### config.mk
export PLATFORM = sky130hd
export DESIGN_NAME = fs_serial_sub
export DESIGN_NICKNAME = d
export VERILOG_FILES = /design/src/rtl/fs_pkg.sv /design/src/rtl/fs_serial_sub_fs.sv /design/src/rtl/fs_serial_sub.sv
export SDC_FILE = /design/constraint.sdc
export NUM_CORES = 1
export LEC_CHECK = 0
export ABC_AREA = 1
export CAP_MARGIN = 40
export CORE_MARGIN = 2
export CORE_UTILIZATION = 51
export DETAILED_ROUTE_END_ITERATION = 8
export PLACE_DENSITY_LB_ADDON = 0.2
export SLEW_MARGIN = 30
export SYNTH_ARGS = -nofsm -noshare
export SYNTH_HDL_FRONTEND = slang
export SYNTH_SLANG_ARGS = --single-unit
### constraint.sdc
create_clock -name clk -period 1.4 [get_ports clk]
set_input_delay 0.42 -clock clk [delete_from_list [all_inputs] [get_ports clk]]
set_output_delay 0.42 -clock clk [all_outputs]
set_load 0.1 [all_outputs]
### src/rtl/fs_pkg.sv
// Shared definitions for the bit-serial subtractor: FSM state encoding and a
// constant-width helper used to size the bit counter.
package fs_pkg;

  typedef enum logic [1:0] {
    IDLE = 2'd0,
    RUN  = 2'd1,
    DONE = 2'd2
  } state_e;

  function automatic int clog2(input int value);
    int r;
    r = 0;
    while ((1 << r) < value) r++;
    return r;
  endfunction

endpackage

### src/rtl/fs_serial_sub_fs.sv
// Combinational 1-bit full subtractor; the borrow-chain twin of the full-adder
// cell. Computes d = a - b - bin with borrow-out bo.
module fs (
  input  logic bin,
  input  logic a,
  input  logic b,
  output logic bo,
  output logic d
);

  assign d  = a ^ b ^ bin;
  assign bo = (~a & b) | (~(a ^ b) & bin);

endmodule

### src/rtl/fs_serial_sub.sv
// Bit-serial subtractor: D = A - B, one bit per clock LSB first through a single
// full-subtractor cell. Define FS_OVF_EN to add the signed-overflow output Ovf.
module fs_serial_sub
  import fs_pkg::*;
#(
  parameter int WIDTH = 5
) (
  input  logic             clk,
  input  logic             rst_n,
  input  logic             start,
  input  logic [WIDTH-1:0] A,
  input  logic [WIDTH-1:0] B,
  output logic             busy,
  output logic             done,
  output logic [WIDTH-1:0] D,
  output logic             Bout
`ifdef FS_OVF_EN
  ,
  output logic             Ovf
`endif
);

  localparam int            CW   = clog2(WIDTH);
  localparam logic [CW-1:0] LAST = CW'(WIDTH - 1);

  state_e           state_q, state_d;
  logic [CW-1:0]    cnt_q;
  logic [WIDTH-1:0] a_q, b_q;
  logic [WIDTH-1:0] shift_q;
  logic [WIDTH-1:0] diff_q;
  logic             borrow_q;
  logic             bout_q;
  logic             bit_d, bit_bo;
  logic             accept;
  logic             last_bit;

  // A new request is only taken between operations, never mid-run.
  assign accept   = start && (state_q == IDLE || state_q == DONE);
  assign last_bit = (state_q == RUN) && (cnt_q == LAST);

  fs u_fs (
    .bin (borrow_q),
    .a   (a_q[0]),
    .b   (b_q[0]),
    .bo  (bit_bo),
    .d   (bit_d)
  );

  // NOTE: clocked state uses non-blocking assignments so every register samples
  // pre-edge values regardless of statement order.
  always_ff @(posedge clk or negedge rst_n) begin
    if (!rst_n) state_q <= IDLE;
    else        state_q <= state_d;
  end

  // NOTE: the default assignment up front keeps every path driven, so no latch
  // is inferred when a case arm leaves state_d untouched.
  always_comb begin
    state_d = state_q;
    case (state_q)
      IDLE:    if (start) state_d = RUN;
      RUN:     if (cnt_q == LAST) state_d = DONE;
      DONE:    state_d = start ? RUN : IDLE;
      default: state_d = IDLE;
    endcase
  end

  always_comb begin
    busy = (state_q == RUN);
    done = (state_q == DONE);
  end

  // Operand/partial-result shifting; D only changes on the final bit.
  always_ff @(posedge clk or negedge rst_n) begin
    if (!rst_n) begin
      cnt_q    <= '0;
      a_q      <= '0;
      b_q      <= '0;
      shift_q  <= '0;
      diff_q   <= '0;
      borrow_q <= 1'b0;
      bout_q   <= 1'b0;
    end else if (accept) begin
      cnt_q    <= '0;
      a_q      <= A;
      b_q      <= B;
      borrow_q <= 1'b0;
    end else if (state_q == RUN) begin
      cnt_q    <= cnt_q + CW'(1);
      a_q      <= a_q >> 1;
      b_q      <= b_q >> 1;
      borrow_q <= bit_bo;
      shift_q  <= {bit_d, shift_q[WIDTH-1:1]};
      if (last_bit) begin
        diff_q <= {bit_d, shift_q[WIDTH-1:1]};
        bout_q <= bit_bo;
      end
    end
  end

  assign D    = diff_q;
  assign Bout = bout_q;

`ifdef FS_OVF_EN
  logic sign_a_q, sign_b_q, ovf_q;

  // Overflow when operand signs differ and the result sign departs from A's.
  always_ff @(posedge clk or negedge rst_n) begin
    if (!rst_n) begin
      sign_a_q <= 1'b0;
      sign_b_q <= 1'b0;
      ovf_q    <= 1'b0;
    end else if (accept) begin
      sign_a_q <= A[WIDTH-1];
      sign_b_q <= B[WIDTH-1];
    end else if (last_bit) begin
      ovf_q <= (sign_a_q != sign_b_q) && (bit_d != sign_a_q);
    end
  end

  assign Ovf = ovf_q;
`endif

endmodule

**Yosys cells after proc, flatten, opt, wreduce, memory -nomap -nowiden**

Index checks and enable logic that the tools add are counted.

- Add/sub/neg operators: 1
- Eq/ne operators: 5
- Muxes and demuxes: 12
- Bitwise operators: 8
- Reduce and logical (&&, ||, !) cells: 8

Operators by type and width:

| operator | number |
|---|---|
| $mux W5 | 4 |
| $mux W3 | 2 |
| $pmux W2 S3 | 1 |
| $mux W2 | 2 |
| $reduce_and A2 Y1 | 2 |
| $add A3 B1 Y3 const B | 1 |
| $eq A3 B3 Y1 const B | 1 |
| $mux W1 | 3 |
| $not A1 Y1 | 3 |
| $reduce_and A3 Y1 | 1 |
| $and A1 B1 Y1 | 2 |
| $eq A2 B1 Y1 const B | 1 |
| $eq A2 B2 Y1 const B | 1 |
| $logic_and A1 B1 Y1 | 2 |
| $logic_not A2 Y1 | 1 |
| $ne A2 B1 Y1 const B | 1 |
| $ne A2 B2 Y1 const B | 1 |
| $reduce_bool A2 Y1 | 1 |
| $xor A1 B1 Y1 | 2 |
| $logic_or A1 B1 Y1 | 1 |
| $or A1 B1 Y1 | 1 |

- Register bits after elaboration: 27
- Input bits: 13
- Output and inout bits: 8
- Logic and storage cells: 42

**Depth between registers and ports, before layout**

Gate-level depths: netlist (run 1).

- Word-level depth: 6
- Depth in mapped cells: 8
- Gate-level depth less buffers: 8

**Cells and area by module**

Synthesis (run 1) repeated with hierarchy kept, for this count alone.

- Cell total of the unflattened synthesis: 147
- Area total of the unflattened synthesis: 1280.0 um^2

Modules (own cells, without submodules):

| module | instances | cells an instance | area each (um^2) | sequential area each (um^2) |
|---|---|---|---|---|
| fs_serial_sub | 1 | 143 | 1248.7 | 650.6 |
| fs | 1 | 4 | 31.3 | 0.0 |

**Worst setup path before layout (run 1)**

OpenSTA, ideal clock, no wires.

- Kind: register -> output
- Start point: register state_q[0]
- End point: output port done
- Arrival: 1.788 ns
- Data required time: 0.980 ns
- Setup slack: -0.808 ns
- Stages on the path, launching flop included: 3
- Path buffers: 1
- Cells stage by stage: dfrtp_1 -> buf_6 -> nor2_1

- Cells in the longest elaborated chain, start to end: 1

RTL lines:

| item | RTL line | source |
|---|---|---|
| from (decl) | fs_serial_sub.sv:26 | `state_e state_q, state_d;` |
| from (signal assigned) | fs_serial_sub.sv:53 | `else state_q <= state_d;` |
| $eq A2 B2 Y1 | fs_serial_sub.sv:70 | `done = (state_q == DONE);` |
| to (decl) | fs_serial_sub.sv:14 | `output logic done,` |

Every way passes these cells.

**Worst setup path after layout (run 1)**

- Start point: register state_q[0]
- End point: output port busy

- Cells in the longest elaborated chain, start to end: 1

RTL lines:

| item | RTL line | source |
|---|---|---|
| $eq A2 B1 Y1 | fs_serial_sub.sv:69 | `busy = (state_q == RUN);` |
| to (decl) | fs_serial_sub.sv:13 | `output logic busy,` |

Every way passes these cells.

==> out/metrics.cfg, run 1 <==
[status]
status=complete, but fails checks
violations=setup timing

[power_and_ir_drop]
pwr-share-seq_pct=31.1
p_int_mw=2.22
p_leak_nw=0.871
power_switching_mw=2.06
irDropWorstVdd_uv=2340
clkPwrFrac_pct=8.9
switching_share_pct=48.1
p_comb_share_pct=60.0
power_density_mw_per_mm2=2590

[setup_path]
required_ns=0.98
worstSetupPathType=reg -> out
slowest_delay_ns=0.46
end_kind=output port
critPathLaunchType=register
crit_slowest_cell=dfrtp_1
crit_chain=inv_2 -> nor2_4 -> buf_12
worst-path-stages=3
cp_data_arrival_time_ns=1.16
crit_fanout=3
r2r_cells=7
critical-path-top-delay-family=flip-flops
crit_buf_inv=2

[grt]
overflow=0
grt_pass1_vias=940
grt_use_total_pct=20.6
grt_max_degree=27
grt_pass1_wl_um=4070
antenna_found_initial=0

[route]
routed_wl_um=2410
drt-pass1-iter-count=5
postRouteAntennaNets=0
dr_total_vias=984
drt_iter0_drc=12
wire_per_inst_um=11.9
route.detailed.drc=0
avgViaCountPerCell=4.87

[floorplan]
num_io_pins=21
dieArea_mm2=0.00279
fp.dieW_um=52.8
coreArea_mm2=0.00223
die-height_um=52.8
placementRows=17
initial_core_util_pct=54.3

[yosys]
synth_area_leaders=dfrtp_1 (54%), nand2_1 (15%), inv_1 (6.8%), o21ai_0 (4.1%), nand3_1 (3.7%)
ys_warn_count=0
synth_cells=143
ys_seq_elements=26
yosysTopAreaCell=dfrtp_1
synth.avg_cell_area_um2=8.49
syn_area_mm2=0.00121
synth_commonest_cells=nand2_1 (47), dfrtp_1 (26), inv_1 (22), o21ai_0 (10), nand3_1 (9)
ys_seq_area_share_pct=53.6
yosysUniqueCellTypes=18
synth_edf_count=0
ys.flop_type=dfrtp_1
netlist.area_leader.share_pct=53.6
synth_async_sr_flop_share_pct=100
yosysMostFrequentCell=nand2_1
synth.net_count=159

[timing]
period_needed_ns=1.58
max_freq_mhz=633
worst_pin_slew_ns=0.199
hold_viol=0
fin_tns_setup_ns=-0.322
slew_headroom_pct=86.7
drv_slew=0
fin_crit_sh_pct=113
setup_violations=2
setup_slack_ns=-0.180
finClkSkew_ns=0.00253
whs_ns=0.434
rsz0062_at_grt=yes

[clocking]
h-tree-depth=1
cts_buffers=3
cts_buffer_depth=2
cts_tree=yes
clkSinkCount=26
clock_latency_ns=0.32
clkTransAtPathRegs_ns=0.14
root_buffer=clkbuf_4

[hold_path]
min_path_type=in -> async

[final_layout]
syn2layout_area_growth_pct=36.1
multi_input_area_um2=465
finalNonFillerCells=202
num-nets-final=191
nFillCells=176
antenna_cells=0
drive_gt1_share_pct=19.0
seqCellArea_um2=651

[run]
cap_violations=0

[placement]
port_buffers=20
gp_congestion=0.837
place_ws_ns=-0.146
dp_hpwl_um=1720
placed_cells=195

final timing paths:
path | slack, ns | endpoint | start
max reg2reg | 0.10 | a_q[1] | state_q[0]
max in group asynchronous | 0.82 | shift_q[1] | rst_n
min | 0.43 | D[0] | rst_n
max | -0.18 | busy | state_q[0]
min in group clk | 0.50 | a_q[4] | a_q[4]
min reg2reg | 0.50 | a_q[4] | a_q[4]
what timing repair did:
item	4_1_cts	5_1_grt
setup buffers	2	1
resized for setup	1	5
endpoints found under the setup margin	2	5
hold buffers	0	0
sequential cells by signal (all words and copies together) (netlist names):
register and count:
D 5, a_q 5, b_q 5, shift_q 4, cnt_q 3, state_q 2, Bout 1, borrow_q 1
cell usage in the layout (no fill, tap or decap):
cell type,Yosys,layout
dfrtp_1,26,26
buf_6,3,1
inv_1,22,21
o21ai_1,5,5
buf_12,0,9
o21ai_0,10,10
nor2_4,1,3
nand2_1,47,47
or2_1,1,1
buf_4,0,8
nor2_1,7,6
fa_1,1,1
inv_4,0,1
o21ai_2,1,1
nand2_4,1,1
nand2_2,3,2
nand2_8,0,1
xor2_1,1,1
clkbuf_8,0,1
clkbuf_4,0,3
inv_2,2,2
nand3_1,9,9
ha_1,2,2
clkdlybuf4s50_1,0,12
logic make-up after synthesis:
kind of cell               after synthesis  synth area share, %
buffers and inverters                   27                 10.2
xor gates and xnor gates                 1                0.722
DFF                                     26                 53.6
AOI/OAI and AO/OA                       16                 6.91
adders and majority gates                3                 3.71
and+or+nand+nor                         70                 24.8
per-layer routing:
layer / track usage (%) / routed length (um)
met5: 0 / 0
met4: 9.83 / 32
met3: 2.57 / 121
met2: 32.9 / 1230
met1: 27.9 / 1020
stage by stage:
step	total power [mW]	utilization, %	cell area (um^2)
finish	4.28	73.9	1650
floorplan	2.97	-	1220
global route	4.60	73.9	1650
global placement	3.69	70.2	1570
CTS	4.21	72.6	1620
detailed placement	3.79	70.2	1570
power by group through the flow:
stage	Sequential (mW)	Clock, mW	Combinational (mW)
2_1_floorplan	1.78	0	1.19
3_3_place_gp	1.33	0	2.36
3_5_place_dp	1.34	0	2.44
4_1_cts	1.33	0.394	2.48
5_1_grt	1.37	0.415	2.81
6_report	1.33	0.380	2.57
cell type report:
type / count / area share [%]
sequential: 26 / 39.4
tap: 28 / 2.12
clock buffer: 4 / 2.20
inverter: 24 / 5.61
multi-input combinational: 90 / 28.2
timing repair buffer: 30 / 22.5
Power figures use the tool's default switching activity.
==> inputs of run 2 (changes only) <==
--- a/config.mk
+++ b/config.mk
@@ -10,6 +10,7 @@
 export CORE_MARGIN = 2
 export CORE_UTILIZATION = 51
 export DETAILED_ROUTE_END_ITERATION = 8
+export MAX_ROUTING_LAYER = met4
 export PLACE_DENSITY_LB_ADDON = 0.2
 export SLEW_MARGIN = 30
 export SYNTH_ARGS = -nofsm -noshare
==> run 2 against run 1 <==
Against the previous run:
- the run still ends with setup timing left
- die area did not move
- design area did not move
- via count rose by 0.41%
- final cell count did not move
- clock skew rose by 0.00065 ns
- critical path depth did not move
- flip-flop and latch count did not move
- hold slack got worse by 0.0016 ns
- count of clock-buffer cells in the layout did not move
- clock power barely moved
- worst setup slack got worse by 0.0016 ns
- register-to-register slack barely moved
- highest routed layer unchanged
==> out/metrics.cfg, run 2 (synthesis results as in run 1) <==
[floorplan]
dieArea_mm2=0.00279
num_io_pins=21
coreArea_mm2=0.00223
initial_core_util_pct=54.3
fp.dieW_um=52.8
die-height_um=52.8
placementRows=17

[timing]
worst_pin_slew_ns=0.199
max_freq_mhz=632
setup_slack_ns=-0.182
period_needed_ns=1.58
fin_crit_sh_pct=113
finClkSkew_ns=0.00317
rsz0062_at_grt=yes
hold_viol=0
slew_headroom_pct=86.7
drv_slew=0
setup_violations=2

[route]
drt-pass1-iter-count=4
postRouteAntennaNets=0
avgViaCountPerCell=4.89
wire_per_inst_um=11.9
route.detailed.drc=0
drt_iter0_drc=12
dr_total_vias=988
routed_wl_um=2400

[setup_path]
required_ns=0.98
crit_fanout=3
critPathLaunchType=register
cp_data_arrival_time_ns=1.16
end_kind=output port
worstSetupPathType=reg -> out
r2r_cells=7

[clocking]
clock_latency_ns=0.32
cts_buffer_depth=2
root_buffer=clkbuf_4
cts_buffers=3
clkSinkCount=26
hold_buffers=0
clkTransAtPathRegs_ns=0.14
h-tree-depth=1
cts_tree=yes

[grt]
grt_use_total_pct=21.2
overflow=0
grt_max_degree=27
grt_pass1_wl_um=4060
grt_pass1_vias=941
antenna_found_initial=0

[power_and_ir_drop]
finalPower_mw=4.28
power_density_mw_per_mm2=2590
irDropWorstVdd_uv=2340
p_leak_nw=0.871

[placement]
dp_hpwl_um=1720
port_buffers=20
gp_congestion=0.850

[status]
status=complete, but fails checks
violations=setup timing

[final_layout]
mostFrequentLayoutCell=nand2_1
fin_util_pct=73.9
syn2layout_area_growth_pct=36.1
drive_gt1_share_pct=19.0
final_cell_mix=nand2_1 (47), dfrtp_1 (26), inv_1 (21)
nFillCells=176
antenna_cells=0
num-nets-final=191

[hold_path]
min_path_type=in -> async

[run]
cap_violations=0

[run 2: path summary, 6_finish.rpt]
kind	from	endpoint	slack (ns)
hold reg to reg	a_q[4]	a_q[4]	0.50
setup reg to reg	state_q[0]	a_q[1]	0.09
min in group clk	a_q[4]	a_q[4]	0.50
hold / removal	rst_n	D[0]	0.43
max in group asynchronous	rst_n	shift_q[1]	0.82
setup / recovery	state_q[0]	busy	-0.18
[run 2: what timing repair did]
action	4_1_cts	5_1_grt
resized for setup	1	5
buffers inserted	2	1
setup endpoints to repair	2	5
[run 2: critical path, stage by stage (launching register included)]
cell and delay, ns:
dfrtp_1 0.46, inv_2 0.07, nor2_4 0.12, buf_12 0.18
[run 2: cell type report]
class	count	area, um^2	area share (%)
multi-input combinational	90	465	28.2
timing repair buffer	30	372	22.5
sequential	26	651	39.4
inverter	24	92.6	5.61
clock buffer	4	36.3	2.20
tap	28	35.0	2.12
[run 2: routing by layer]
layer  share of wire, %  global-route usage [%]
met1                 43                    27.9
met2                 51                    32.9
met3                4.4                    2.57
met4                1.3                    9.83
met5                  0                       -
[run 2: stage by stage]
stage | setup TNS, ns | instance area, um^2 | std cells | setup WS, ns | hold slack (ns)
floorplan | -0.615 | 1220 | 143 | -0.108 | 0.124
global placement | -0.893 | 1570 | 195 | -0.104 | 0.458
detailed placement | -1.29 | 1570 | 195 | -0.146 | 0.465
CTS | -0.333 | 1620 | 201 | -0.181 | 0.432
global route | -0.451 | 1650 | 202 | -0.243 | 0.430
finish | -0.324 | 1650 | 202 | -0.182 | 0.432
[run 2: where the power goes]
| group | switching [mW] | internal (mW) |
|---|---|---|
| logic | 1.60 | 0.967 |
| clock network | 0.222 | 0.159 |
| registers | 0.235 | 1.10 |
==> inputs of run 3 (changes only) <==
--- a/config.mk
+++ b/config.mk
@@ -16,3 +16,4 @@
 export SYNTH_ARGS = -nofsm -noshare
 export SYNTH_HDL_FRONTEND = slang
 export SYNTH_SLANG_ARGS = --single-unit
+export TNS_END_PERCENT = 10
==> run 3 against run 2 <==
Against the previous run:
- the run still ends with setup timing left
- routed wire length shrank 0.50%
- worst setup slack gained 0.013 ns
- final cell count is the same
- sequential power is essentially flat
- via count shrank 0.10%
- combinational power is essentially flat
- first-iteration DRC count grew 58%
- total power grew 2.3%
- critical path depth is the same
- critical path type unchanged
- largest power group unchanged
- highest routed layer unchanged
==> out/metrics.cfg, run 3 (synthesis results as in run 1) <==
[status]
status=complete, but fails checks
violations=setup timing

[power_and_ir_drop]
power_density_mw_per_mm2=2640
finalPower_mw=4.38
p_leak_nw=0.867
irDropWorstVdd_uv=1840

[clocking]
h-tree-depth=1
clock_latency_ns=0.32
clkTransAtPathRegs_ns=0.14
cts_tree=yes
hold_buffers=0
clkSinkCount=26
cts_buffers=3
root_buffer=clkbuf_4
cts_buffer_depth=2

[floorplan]
num_io_pins=21
fp.dieW_um=52.8
die-height_um=52.8
dieArea_mm2=0.00279
initial_core_util_pct=54.3
coreArea_mm2=0.00223
placementRows=17

[timing]
slew_headroom_pct=85.7
hold_viol=0
drv_slew=0
rsz0062_at_grt=yes
setup_slack_ns=-0.169
period_needed_ns=1.57
setup_violations=2
worst_pin_slew_ns=0.214
max_freq_mhz=637
fin_crit_sh_pct=112
finClkSkew_ns=0.00315

[setup_path]
crit_chain=inv_2 -> nor2_4 -> buf_12
worstSetupPathType=reg -> out
crit_slowest_cell=dfrtp_1
critPathLaunchType=register
cp_data_arrival_time_ns=1.15
required_ns=0.98
slowest_delay_ns=0.45
crit_fanout=3
end_kind=output port

[route]
drt_iter0_drc=19
postRouteAntennaNets=0
routed_wl_um=2390
avgViaCountPerCell=4.89
drt-pass1-iter-count=4
dr_total_vias=987
wire_per_inst_um=11.8
route.detailed.drc=0

[hold_path]
min_path_type=in -> async

[placement]
port_buffers=20
place_ws_ns=-0.169
gp_congestion=0.871
dp_hpwl_um=1830
placed_cells=195

[final_layout]
finalNonFillerCells=202
num-nets-final=191
fin_util_pct=74.3
syn2layout_area_growth_pct=36.8
final_cell_mix=nand2_1 (47), dfrtp_1 (25), inv_1 (21)
antenna_cells=0
mostFrequentLayoutCell=nand2_1
drive_gt1_share_pct=19.5

[grt]
grt_use_total_pct=21.6
grt_pass1_vias=965
antenna_found_initial=0
overflow=0
grt_pass1_wl_um=4120
grt_max_degree=27

[run]
cap_violations=0

[run 3: cell count changes in the layout (fill, tap and decap cells not counted), sizes merged]
| cell | before | now |
|---|---|---|
| bufinv | 0 | 1 |
| clkbuf | 4 | 3 |
[run 3: path summary, 6_finish.rpt]
check	start	to	slack, ns	cells past startpoint
min in group clk	a_q[2]	a_q[2]	0.50	2
min	rst_n	cnt_q[1]	0.43	2
max reg2reg	state_q[0]	b_q[1]	0.08	7
max in group asynchronous	rst_n	state_q[1]	0.81	2
min reg2reg	a_q[2]	a_q[2]	0.50	2
max	state_q[0]	busy	-0.17	3
[run 3: final cells by class]
class                      count  area [um^2]
fill                         172          573
clock buffer                   3         22.5
multi-input combinational     90          460
inverter                      24         92.6
tap                           28         35.0
sequential                    26          652
timing repair buffer          30          368
clock inverter                 1         30.0
[run 3: worst max-delay path, delay by kind of cell (launching register included)]
family / cells / cell delay (ns)
buf+inv: 2 / 0.26
simple gates: 1 / 0.12
flops: 1 / 0.45
[run 3: power breakdown]
part	leakage, nW	internal [mW]	switching (mW)
clock network	0.0279	0.290	0.223
logic	0.517	0.951	1.59
registers	0.322	1.10	0.233
[run 3: repair_timing]
item	in CTS	in global routing
resized for setup	1	6
pin swaps	0	1
buffers inserted	2	1
endpoints found under the setup margin	2	5
[run 3: per-layer routing]
layer / wire length [um] / part of all wire [%] / global-route usage, % / vias up
met5: 0 / 0 / - / -
met4: 48 / 2.0 / 11.1 / 0
met3: 76 / 3.2 / 3.71 / 5
met2: 1240 / 52 / 35.8 / 22
met1: 1030 / 43 / 25.1 / 461
li1: - / - / - / 499
[run 3: metrics by stage]
step           TNS, ns  instance area (um^2)  hold slack [ns]
6_report        -0.288                  1660            0.431
2_1_floorplan   -0.605                  1220            0.124
3_5_place_dp     -1.45                  1570            0.470
4_1_cts         -0.325                  1640            0.427
3_3_place_gp     -1.01                  1570            0.455
5_1_grt         -0.412                  1660            0.426
